`src/rtl/rvfi_dmem_responder.sv`:
```
// Byte-writable word memory that answers core load/store requests after a fixed latency.
// It flags misaligned and out-of-range accesses and keeps saturating traffic counters.
module rvfi_dmem_responder #(
    parameter int              XLEN      = 32,
    parameter int              DEPTH     = 16,
    parameter logic [XLEN-1:0] BASE      = '0,
    parameter int              LATENCY   = 1,
    parameter logic [7:0]      FILL_BYTE = 8'h00
) (
    input  logic              clk,
    input  logic              reset,
    input  logic              req_valid,
    output logic              req_ready,
    input  logic [XLEN-1:0]   req_addr,
    input  logic [XLEN/8-1:0] req_wstrb,
    input  logic [XLEN-1:0]   req_wdata,
    output logic              rsp_valid,
    input  logic              rsp_ready,
    output logic [XLEN-1:0]   rsp_rdata,
    output logic              rsp_error,
    output logic [15:0]       rd_count,
    output logic [15:0]       wr_count,
    output logic [15:0]       err_count
);

    localparam int NB = XLEN / 8;
    localparam int AB = $clog2(NB);
    localparam int IW = $clog2(DEPTH);
    localparam int CW = (LATENCY > 1) ? $clog2(LATENCY) : 1;
    localparam logic [XLEN:0] LIMIT = {1'b0, BASE} + (XLEN+1)'(DEPTH * NB);

    typedef enum logic [1:0] {S_IDLE, S_WAIT, S_RESP} state_e;

    state_e                        state_q;
    logic [CW-1:0]                 lat_cnt_q;
    logic                          rsp_valid_q;
    logic [XLEN-1:0]               rsp_rdata_q;
    logic                          rsp_error_q;
    logic [DEPTH-1:0][NB-1:0]      map_q;
    logic [DEPTH-1:0][XLEN-1:0]    mem_q;
    logic [15:0]                   rd_cnt_q, wr_cnt_q, err_cnt_q;
    logic [15:0]                   rd_cnt_d, wr_cnt_d, err_cnt_d;

    logic            accept, misaligned, out_of_range, bad, is_write, wr_en, rd_en;
    logic [XLEN-1:0] offs;
    logic [IW-1:0]   idx;
    logic [XLEN-1:0] rd_word, rdata_c;

    assign accept       = req_valid && (state_q == S_IDLE) && !reset;
    assign misaligned   = |req_addr[AB-1:0];
    assign out_of_range = ({1'b0, req_addr} < {1'b0, BASE}) || ({1'b0, req_addr} >= LIMIT);
    assign bad          = misaligned || out_of_range;
    assign is_write     = |req_wstrb;
    assign wr_en        = accept && !bad && is_write;
    assign rd_en        = accept && !bad && !is_write;
    assign offs         = req_addr - BASE;
    assign idx          = IW'(offs >> AB);

    // Lanes never written since reset read back as the fill pattern.
    always_comb begin
        rd_word = mem_q[idx];
        rdata_c = '0;
        for (int i = 0; i < NB; i++)
            rdata_c[8*i +: 8] = map_q[idx][i] ? rd_word[8*i +: 8] : FILL_BYTE;
    end

    always_comb begin
        rd_cnt_d  = rd_cnt_q  + 16'((rd_en && (rd_cnt_q != 16'hFFFF)) ? 1 : 0);
        wr_cnt_d  = wr_cnt_q  + 16'((wr_en && (wr_cnt_q != 16'hFFFF)) ? 1 : 0);
        err_cnt_d = err_cnt_q + 16'((accept && bad && (err_cnt_q != 16'hFFFF)) ? 1 : 0);
    end

    // Array contents survive reset; only the written bitmap is cleared.
    always_ff @(posedge clk) begin
        if (wr_en) begin
            for (int i = 0; i < NB; i++)
                if (req_wstrb[i]) mem_q[idx][8*i +: 8] <= req_wdata[8*i +: 8];
        end
    end

    always_ff @(posedge clk) begin
        if (reset) begin
            state_q     <= S_IDLE;
            lat_cnt_q   <= '0;
            rsp_valid_q <= 1'b0;
            rsp_rdata_q <= '0;
            rsp_error_q <= 1'b0;
            map_q       <= '0;
            rd_cnt_q    <= '0;
            wr_cnt_q    <= '0;
            err_cnt_q   <= '0;
        end else begin
            rd_cnt_q  <= rd_cnt_d;
            wr_cnt_q  <= wr_cnt_d;
            err_cnt_q <= err_cnt_d;
            if (wr_en) map_q[idx] <= map_q[idx] | req_wstrb;
            case (state_q)
                S_IDLE: begin
                    if (accept) begin
                        rsp_rdata_q <= rd_en ? rdata_c : '0;
                        rsp_error_q <= bad;
                        if (LATENCY == 1) begin
                            state_q     <= S_RESP;
                            rsp_valid_q <= 1'b1;
                        end else begin
                            state_q   <= S_WAIT;
                            lat_cnt_q <= CW'(LATENCY - 1);
                        end
                    end
                end
                S_WAIT: begin
                    if (lat_cnt_q <= CW'(1)) begin
                        state_q     <= S_RESP;
                        rsp_valid_q <= 1'b1;
                    end else begin
                        lat_cnt_q <= lat_cnt_q - CW'(1);
                    end
                end
                S_RESP: begin
                    if (rsp_ready) begin
                        state_q     <= S_IDLE;
                        rsp_valid_q <= 1'b0;
                    end
                end
                default: begin
                    state_q     <= S_IDLE;
                    rsp_valid_q <= 1'b0;
                end
            endcase
        end
    end

    assign req_ready = (state_q == S_IDLE);
    assign rsp_valid = rsp_valid_q;
    assign rsp_rdata = rsp_rdata_q;
    assign rsp_error = rsp_error_q;
    assign rd_count  = rd_cnt_q;
    assign wr_count  = wr_cnt_q;
    assign err_count = err_cnt_q;

endmodule
```
`config.mk`:
```
export PLATFORM = sky130hd
export DESIGN_NAME = rvfi_dmem_responder
export DESIGN_NICKNAME = d
export VERILOG_FILES = /design/src/rtl/rvfi_dmem_responder.sv
export SDC_FILE = /design/constraint.sdc
export NUM_CORES = 1
export LEC_CHECK = 0
export ABC_AREA = 1
export CORE_AREA = 2 2 224 226
export DETAILED_ROUTE_END_ITERATION = 10
export DIE_AREA = 0 0 226 228
export GPL_TIMING_DRIVEN = 1
export HOLD_SLACK_MARGIN = 0.15
export PLACE_DENSITY = 0.85
export SYNTH_ARGS = -nofsm -noshare
export SYNTH_HDL_FRONTEND = slang
export SYNTH_SLANG_ARGS = --single-unit
```
`constraint.sdc`:
```
create_clock -name clk -period 8 [get_ports clk]
set_input_delay 2 -clock clk [delete_from_list [all_inputs] [get_ports clk]]
set_output_delay 2 -clock clk [all_outputs]
set_load 0.05 [all_outputs]
```
==> results.sh, run 1 <==
export IMPL_yosys_area_share_simple_pct=30.1
export IMPL_critPathMaxFanout=19
export IMPL_min_from="rsp_rdata[27]"
export IMPL_top_usage_layer="met2"
export IMPL_cts_max_level=3
export IMPL_skew_ns=0.0268
export IMPL_ys_types=33
export IMPL_grt_pass1_vias=21666
export IMPL_fp_dieH_um=228
export IMPL_power_mw=7.10
export IMPL_layout_setup_ws_ns=2.52
export IMPL_pre_cts_ws_ns=2.06
export IMPL_critPathCaptureType="register"
export IMPL_rrSetupSlack_ns=4.48
export IMPL_dp_hpwl_mm=43.4
export IMPL_synth_ff_type="edfxtp_1"
export IMPL_syn_area_um2=29300
export IMPL_synthAdderAreaFrac_pct=0.256
export IMPL_r2r_end="mem_q[87]"
export IMPL_antenna_found_initial=1
export IMPL_p_clk_share_pct=42.4
export IMPL_cts_tree="built"
export IMPL_synth_seq_area_share_pct=62.5
export IMPL_grt_ovfl_total=0
export IMPL_power_frac_comb_pct=5.9
export IMPL_rows=82
export IMPL_maxSlewHeadroom_pct=25.2
export IMPL_syn_nets=3503
export IMPL_cp_required_ns=8.21
export IMPL_avgRoutedWirePerCell_um=17.6
export IMPL_synth_top_family_by_area="simple AND/OR/NAND/NOR gates"
export IMPL_syn_avg_cell_area_um2=8.55
export IMPL_p_sw_mw=1.61
export IMPL_internal_power_mw=5.49
export IMPL_gp_congestion=0.849
export IMPL_die_w_um=226
export IMPL_synth_mux_area_fraction_pct=0
export IMPL_cts_made_buffers=68
export IMPL_grt_usage_pct=29.0
export IMPL_synthArstFlopShare_pct=0
export IMPL_grt_max_degree=164
export IMPL_cp_start_kind="primary input"
export IMPL_area_growth_pct=13.1
export IMPL_fin_crit_sh_pct=68.5
export IMPL_seqPwrFrac_pct=51.7
export IMPL_totalWireLength_mm=74.5
export IMPL_clock_latency_ns=0.61
export IMPL_critPathKind="in -> reg"
export IMPL_grt_first_pass_wirelength_mm=115
export IMPL_r2r_start="rsp_valid"
export IMPL_max_cap_viol_count=0
export IMPL_p_sw_share_pct=22.7
export IMPL_rsz0062_at_grt="no"
export IMPL_ir_drop_v=0.000161
export IMPL_hold_path_class="reg -> reg"
export IMPL_synth_compound_area_share_pct=1.39
export IMPL_p_leak_nw=14.0
export IMPL_final_nets=3579
export IMPL_placed_area_um2=31000
export IMPL_fin_tns_setup_ns=0
export IMPL_slew_violations=0
export IMPL_cts_max_path_buffers=3
export IMPL_root_buffer="clkbuf_16"
export IMPL_met2_usage_pct=47.8
export IMPL_cts_sinks=658
export IMPL_holdPathStages=2
export IMPL_max_freq_mhz=183
export IMPL_power_per_cell_area_nw_per_um2=214
export IMPL_clk_pin_slew_ns=0.06
export IMPL_io_pins=155
export IMPL_worst_endpoint_arrival_ns=5.69
export IMPL_synthXorXnorAreaFrac_pct=0.239
export IMPL_post_cts_buffers=0
export IMPL_start_util_pct=59.4
export IMPL_status="completed"
export IMPL_layout_drive_gt1_share_pct=3.63
export IMPL_viasPerCell=5.39
export IMPL_synth_edf_count=512
export IMPL_rr_worst_depth=6
export IMPL_grt_use_met1_pct=37.8
export IMPL_ys_ff_latch=658
export IMPL_min_period_ns=5.48
export IMPL_dr_total_vias=22781
export IMPL_hold_path_endpoint="rsp_rdata[27]"
export IMPL_synth_warnings=0
export IMPL_coreArea_um2=49300
export IMPL_portBuffers=154
export IMPL_first_pass_iters=6
export IMPL_setup_viol=0
export IMPL_drc=0
export IMPL_grt_met3_usage_pct=4.91
export IMPL_hold_buffers=0
export IMPL_max_slew_worst_pin_slew_ns=1.12
export IMPL_drtIter0Drc=2647
export IMPL_synthCells=3425
export IMPL_drtAntennaViolNets=0
export IMPL_ctsResizeCount=0
export IMPL_post_route_util_pct=67.1
export IMPL_design_area_um2=33100
export IMPL_hold_viol_final=0
export IMPL_dieArea_um2=51500
## state kept, by name (all words and copies together), names as in the netlist
| name | cells |
|---|---|
| mem_q | 512 |
| map_q | 64 |
| rsp_rdata | 32 |
| err_count | 16 |
| rd_count | 16 |
| wr_count | 16 |
| rsp_error | 1 |
| rsp_valid | 1 |
## cells in the final DEF (no fill, tap or decap), drive strengths merged, types with 24 or more instances in the layout
master / Yosys / routed
nand2: 1782 / 1782
edfxtp: 512 / 512
nor2: 408 / 408
inv: 214 / 218
clkdlybuf4s50: 0 / 151
dfxtp: 146 / 146
clkbuf: 49 / 88
nand3: 55 / 55
a21oi: 52 / 52
clkinv: 5 / 30
nand4: 24 / 24
## cell usage after synthesis, types with 2 or more instances
master / n / area, µm²
inv_2: 5 / 18.8
nor2_1: 404 / 1520
buf_2: 90 / 450
inv_1: 209 / 785
nor3b_1: 2 / 15.0
a21oi_1: 52 / 260
a31oi_1: 3 / 18.8
buf_4: 18 / 135
nand3_2: 5 / 50.1
nor3_1: 16 / 80.1
ha_1: 6 / 75.1
o31ai_1: 2 / 15.0
edfxtp_1: 512 / 15400
buf_1: 6 / 22.5
o21ai_0: 18 / 90.1
nand2_1: 1782 / 6690
nand4_1: 23 / 144
nor4_1: 3 / 18.8
dfxtp_1: 146 / 2920
nor2_2: 3 / 18.8
clkbuf_1: 49 / 184
nand3_1: 50 / 250
xor2_1: 7 / 61.3
clkinv_1: 5 / 18.8
## layout make-up
cell class | instances | area, µm²
well taps | 672 | 841
fillers | 3611 | 16200
diodes | 1 | 2.50
repair buffers | 170 | 1670
clock inverters | 34 | 229
flip-flops and latches | 658 | 18300
clock buffers | 88 | 1860
inverters | 219 | 832
multi-input cells | 2384 | 9390
## worst max-delay path by stage
stage / startpoint / cells after the start / end / slack, ns
final: req_wstrb[1] / 5 / mem_q[87] / 2.52
after global routing: req_wstrb[1] / 5 / mem_q[87] / 2.38
after CTS: req_wstrb[1] / 5 / mem_q[87] / 2.68
after detailed placement: req_wstrb[1] / 5 / mem_q[85] / 2.06
after global placement: req_wstrb[1] / 5 / mem_q[119] / 2.16
after floorplan: reset / 13 / wr_count[15] / 3.77
## through the flow
stage	hold WS [ns]	instances
2_1_floorplan	0.489	3425
3_3_place_gp	0.451	4103
3_5_place_dp	0.455	4103
4_1_cts	0.464	4225
5_1_grt	0.480	4226
6_report	0.463	4226
## logic make-up (layout without fill, tap and decap cells)
group / Yosys count / count (layout)
DFF: 658 / 658
other: 0 / 1
adders and majority gates: 6 / 6
AOI/OAI and AO/OA: 78 / 78
and+or+nand+nor: 2292 / 2292
xor gates and xnor gates: 8 / 8
buffers and inverters: 383 / 511
## routing by layer
layer | wire length [µm] | share of wire, % | vias to the layer above
met2 | 36100 | 48 | 1258
li1 | - | - | 10896
met3 | 7490 | 10 | 208
met5 | 0 | 0 | -
met1 | 28200 | 38 | 10419
met4 | 2660 | 3.6 | 0
## worst max-delay path: stages
cell,delay (ns)
clkdlybuf4s50_1,0.54
clkinv_1,0.50
nand4_2,0.63
nand4_1,0.84
nor2_1,1.16
## power by group through the flow
stage          Clock, mW  Sequential, mW  Combinational (mW)
3_5_place_dp           0            3.74               0.404
6_report            3.01            3.67               0.416
5_1_grt             3.15            3.67               0.457
4_1_cts             3.02            3.67               0.409
2_1_floorplan          0            3.75               0.248
3_3_place_gp           0            3.74               0.395
Power figures use the tool's default switching activity.
==> inputs of run 2 (changes only) <==
==> constraint.sdc (replaced) <==
create_clock -name clk -period 5.39 [get_ports clk]
set_input_delay 1.3475 -clock clk [delete_from_list [all_inputs] [get_ports clk]]
set_output_delay 1.3475 -clock clk [all_outputs]
set_load 0.05 [all_outputs]
==> run 2 against run 1 <==
Net effect:
- cell count up 0.78%
- first-iteration DRC count up 13%
- clock power up 49%
- critical path type unchanged
- critical endpoint is now rsp_rdata[12]
==> results.sh, run 2 (same netlist as run 1, synthesis figures left out) <==
export IMPL_status="completed"
export IMPL_max_slew_worst_pin_slew_ns=1.18
export IMPL_pre_cts_ws_ns=0.865
export IMPL_hold_buffers=0
export IMPL_first_pass_iters=6
export IMPL_rows=82
export IMPL_regMostFlops="mem_q"
export IMPL_setup_viol=0
export IMPL_drc=0
export IMPL_max_cap_viol_count=0
export IMPL_p_leak_nw=14.1
export IMPL_hold_path_endpoint="rsp_rdata[18]"
export IMPL_cp_start_kind="primary input"
export IMPL_cts_made_buffers=66
export IMPL_layout_common_cells="nand2_1 (1782), edfxtp_1 (512), nor2_1 (404)"
export IMPL_totalWireLength_mm=75.3
export IMPL_avgRoutedWirePerCell_um=17.7
export IMPL_coreArea_um2=49300
export IMPL_ctsResizeCount=0
export IMPL_min_from="rsp_rdata[18]"
export IMPL_portBuffers=154
export IMPL_layout_drive_gt1_share_pct=4.49
export IMPL_io_pins=155
export IMPL_critPathKind="in -> reg"
export IMPL_viasPerCell=5.40
export IMPL_hold_path_class="reg -> reg"
export IMPL_clk_pin_slew_ns=0.06
export IMPL_cts_max_level=3
export IMPL_power_per_cell_area_nw_per_um2=316
export IMPL_max_freq_mhz=247
export IMPL_grt_first_pass_wirelength_mm=117
export IMPL_cts_tree="built"
export IMPL_grt_usage_pct=29.5
export IMPL_r2r_end="rd_count[15]"
export IMPL_maxSlewHeadroom_pct=21.1
export IMPL_area_growth_pct=14.0
export IMPL_rrSetupSlack_ns=2.39
export IMPL_dr_total_vias=22992
export IMPL_cts_sinks=658
export IMPL_grt_max_degree=165
export IMPL_post_cts_buffers=0
export IMPL_cts_max_path_buffers=3
export IMPL_holdPathStages=2
export IMPL_start_util_pct=59.4
export IMPL_min_period_ns=4.04
export IMPL_critPathCaptureType="register"
export IMPL_fin_tns_setup_ns=0
export IMPL_cp_required_ns=5.92
export IMPL_drtAntennaViolNets=0
export IMPL_final_nets=3612
export IMPL_drtIter0Drc=2987
export IMPL_rr_worst_depth=12
export IMPL_root_buffer="clkbuf_16"
export IMPL_critPathMaxFanout=88
export IMPL_num_fill_cells=3592
export IMPL_r2r_start="rsp_valid"
export IMPL_grt_ovfl_total=0
export IMPL_die_w_um=226
export IMPL_antenna_found_initial=0
export IMPL_ir_drop_v=0.000243
export IMPL_dp_hpwl_mm=44.3
export IMPL_largest_reg_flops=512
export IMPL_skew_ns=0.0164
export IMPL_grt_pass1_vias=21777
export IMPL_hold_viol_final=0
export IMPL_fp_dieH_um=228
export IMPL_worst_endpoint_arrival_ns=4.57
export IMPL_rsz0062_at_grt="no"
export IMPL_fin_crit_sh_pct=75.0
export IMPL_slew_violations=0
export IMPL_dieArea_um2=51500
export IMPL_layout_cells_most_common="nand2_1"
export IMPL_diodes=0
export IMPL_gp_congestion=0.856
export IMPL_layout_setup_ws_ns=1.35
export IMPL_clock_latency_ns=0.61
==> run 2: changes by cell type in the layout (fill, tap and decap cells not counted), sizes merged <==
cell      before  now
clkbuf        88   87
buf           19   54
clkinvlp       3    5
diode          1    0
clkinv        30   26
bufinv         2    4
==> run 2: worst max-delay path by stage <==
stage	cells after the start	endpoint	from
2_1_floorplan	13	wr_count[15]	reset
3_3_place_gp	12	rsp_rdata[13]	req_addr[3]
3_5_place_dp	12	rsp_rdata[12]	req_addr[3]
4_1_cts	12	rsp_rdata[23]	req_addr[3]
5_1_grt	12	rsp_rdata[15]	req_addr[3]
6_report	12	rsp_rdata[12]	req_addr[3]
==> run 2: area by class of cell <==
class	count	area, µm²	area share, %
Multi-Input combinational cell	2384	9390	28.1
Tap cell	672	841	2.52
Timing Repair Buffer	205	1950	5.83
Clock buffer	87	1800	5.40
Sequential cell	658	18300	54.8
Inverter	219	832	2.49
Clock inverter	34	298	0.891
==> run 2: layer usage <==
layer	global-route usage (%)	part of all wire [%]
met5	0	0
met4	12.5	3.5
met3	5.32	11
met2	48.0	48
met1	38.9	37
==> run 2: worst max-delay path: stages <==
cell,delay (ns)
buf_4,0.34
inv_4,0.13
buf_4,0.59
buf_4,0.92
nand2_1,0.13
nand2_1,0.10
nand2_1,0.05
nand2_1,0.07
inv_1,0.05
nand2_1,0.35
nand3_1,0.16
a21oi_1,0.16
==> run 2: stage by stage <==
stage / utilization [%] / instances / hold WS (ns) / instance area, µm² / power (mW)
3_5_place_dp: 63.4 / 4138 / 0.455 / 31300 / 6.16
5_1_grt: 67.7 / 4259 / 0.483 / 33400 / 10.9
6_report: 67.7 / 4259 / 0.464 / 33400 / 10.6
3_3_place_gp: 63.4 / 4138 / 0.452 / 31300 / 6.14
4_1_cts: 67.7 / 4259 / 0.464 / 33400 / 10.6
2_1_floorplan: - / 3425 / 0.489 / 29300 / 5.93
==> run 2: power breakdown <==
part           total (mW)  internal (mW)  switching, mW
clock                4.49           2.57           1.93
sequential           5.45           5.45        0.00172
combinational       0.621          0.167          0.454
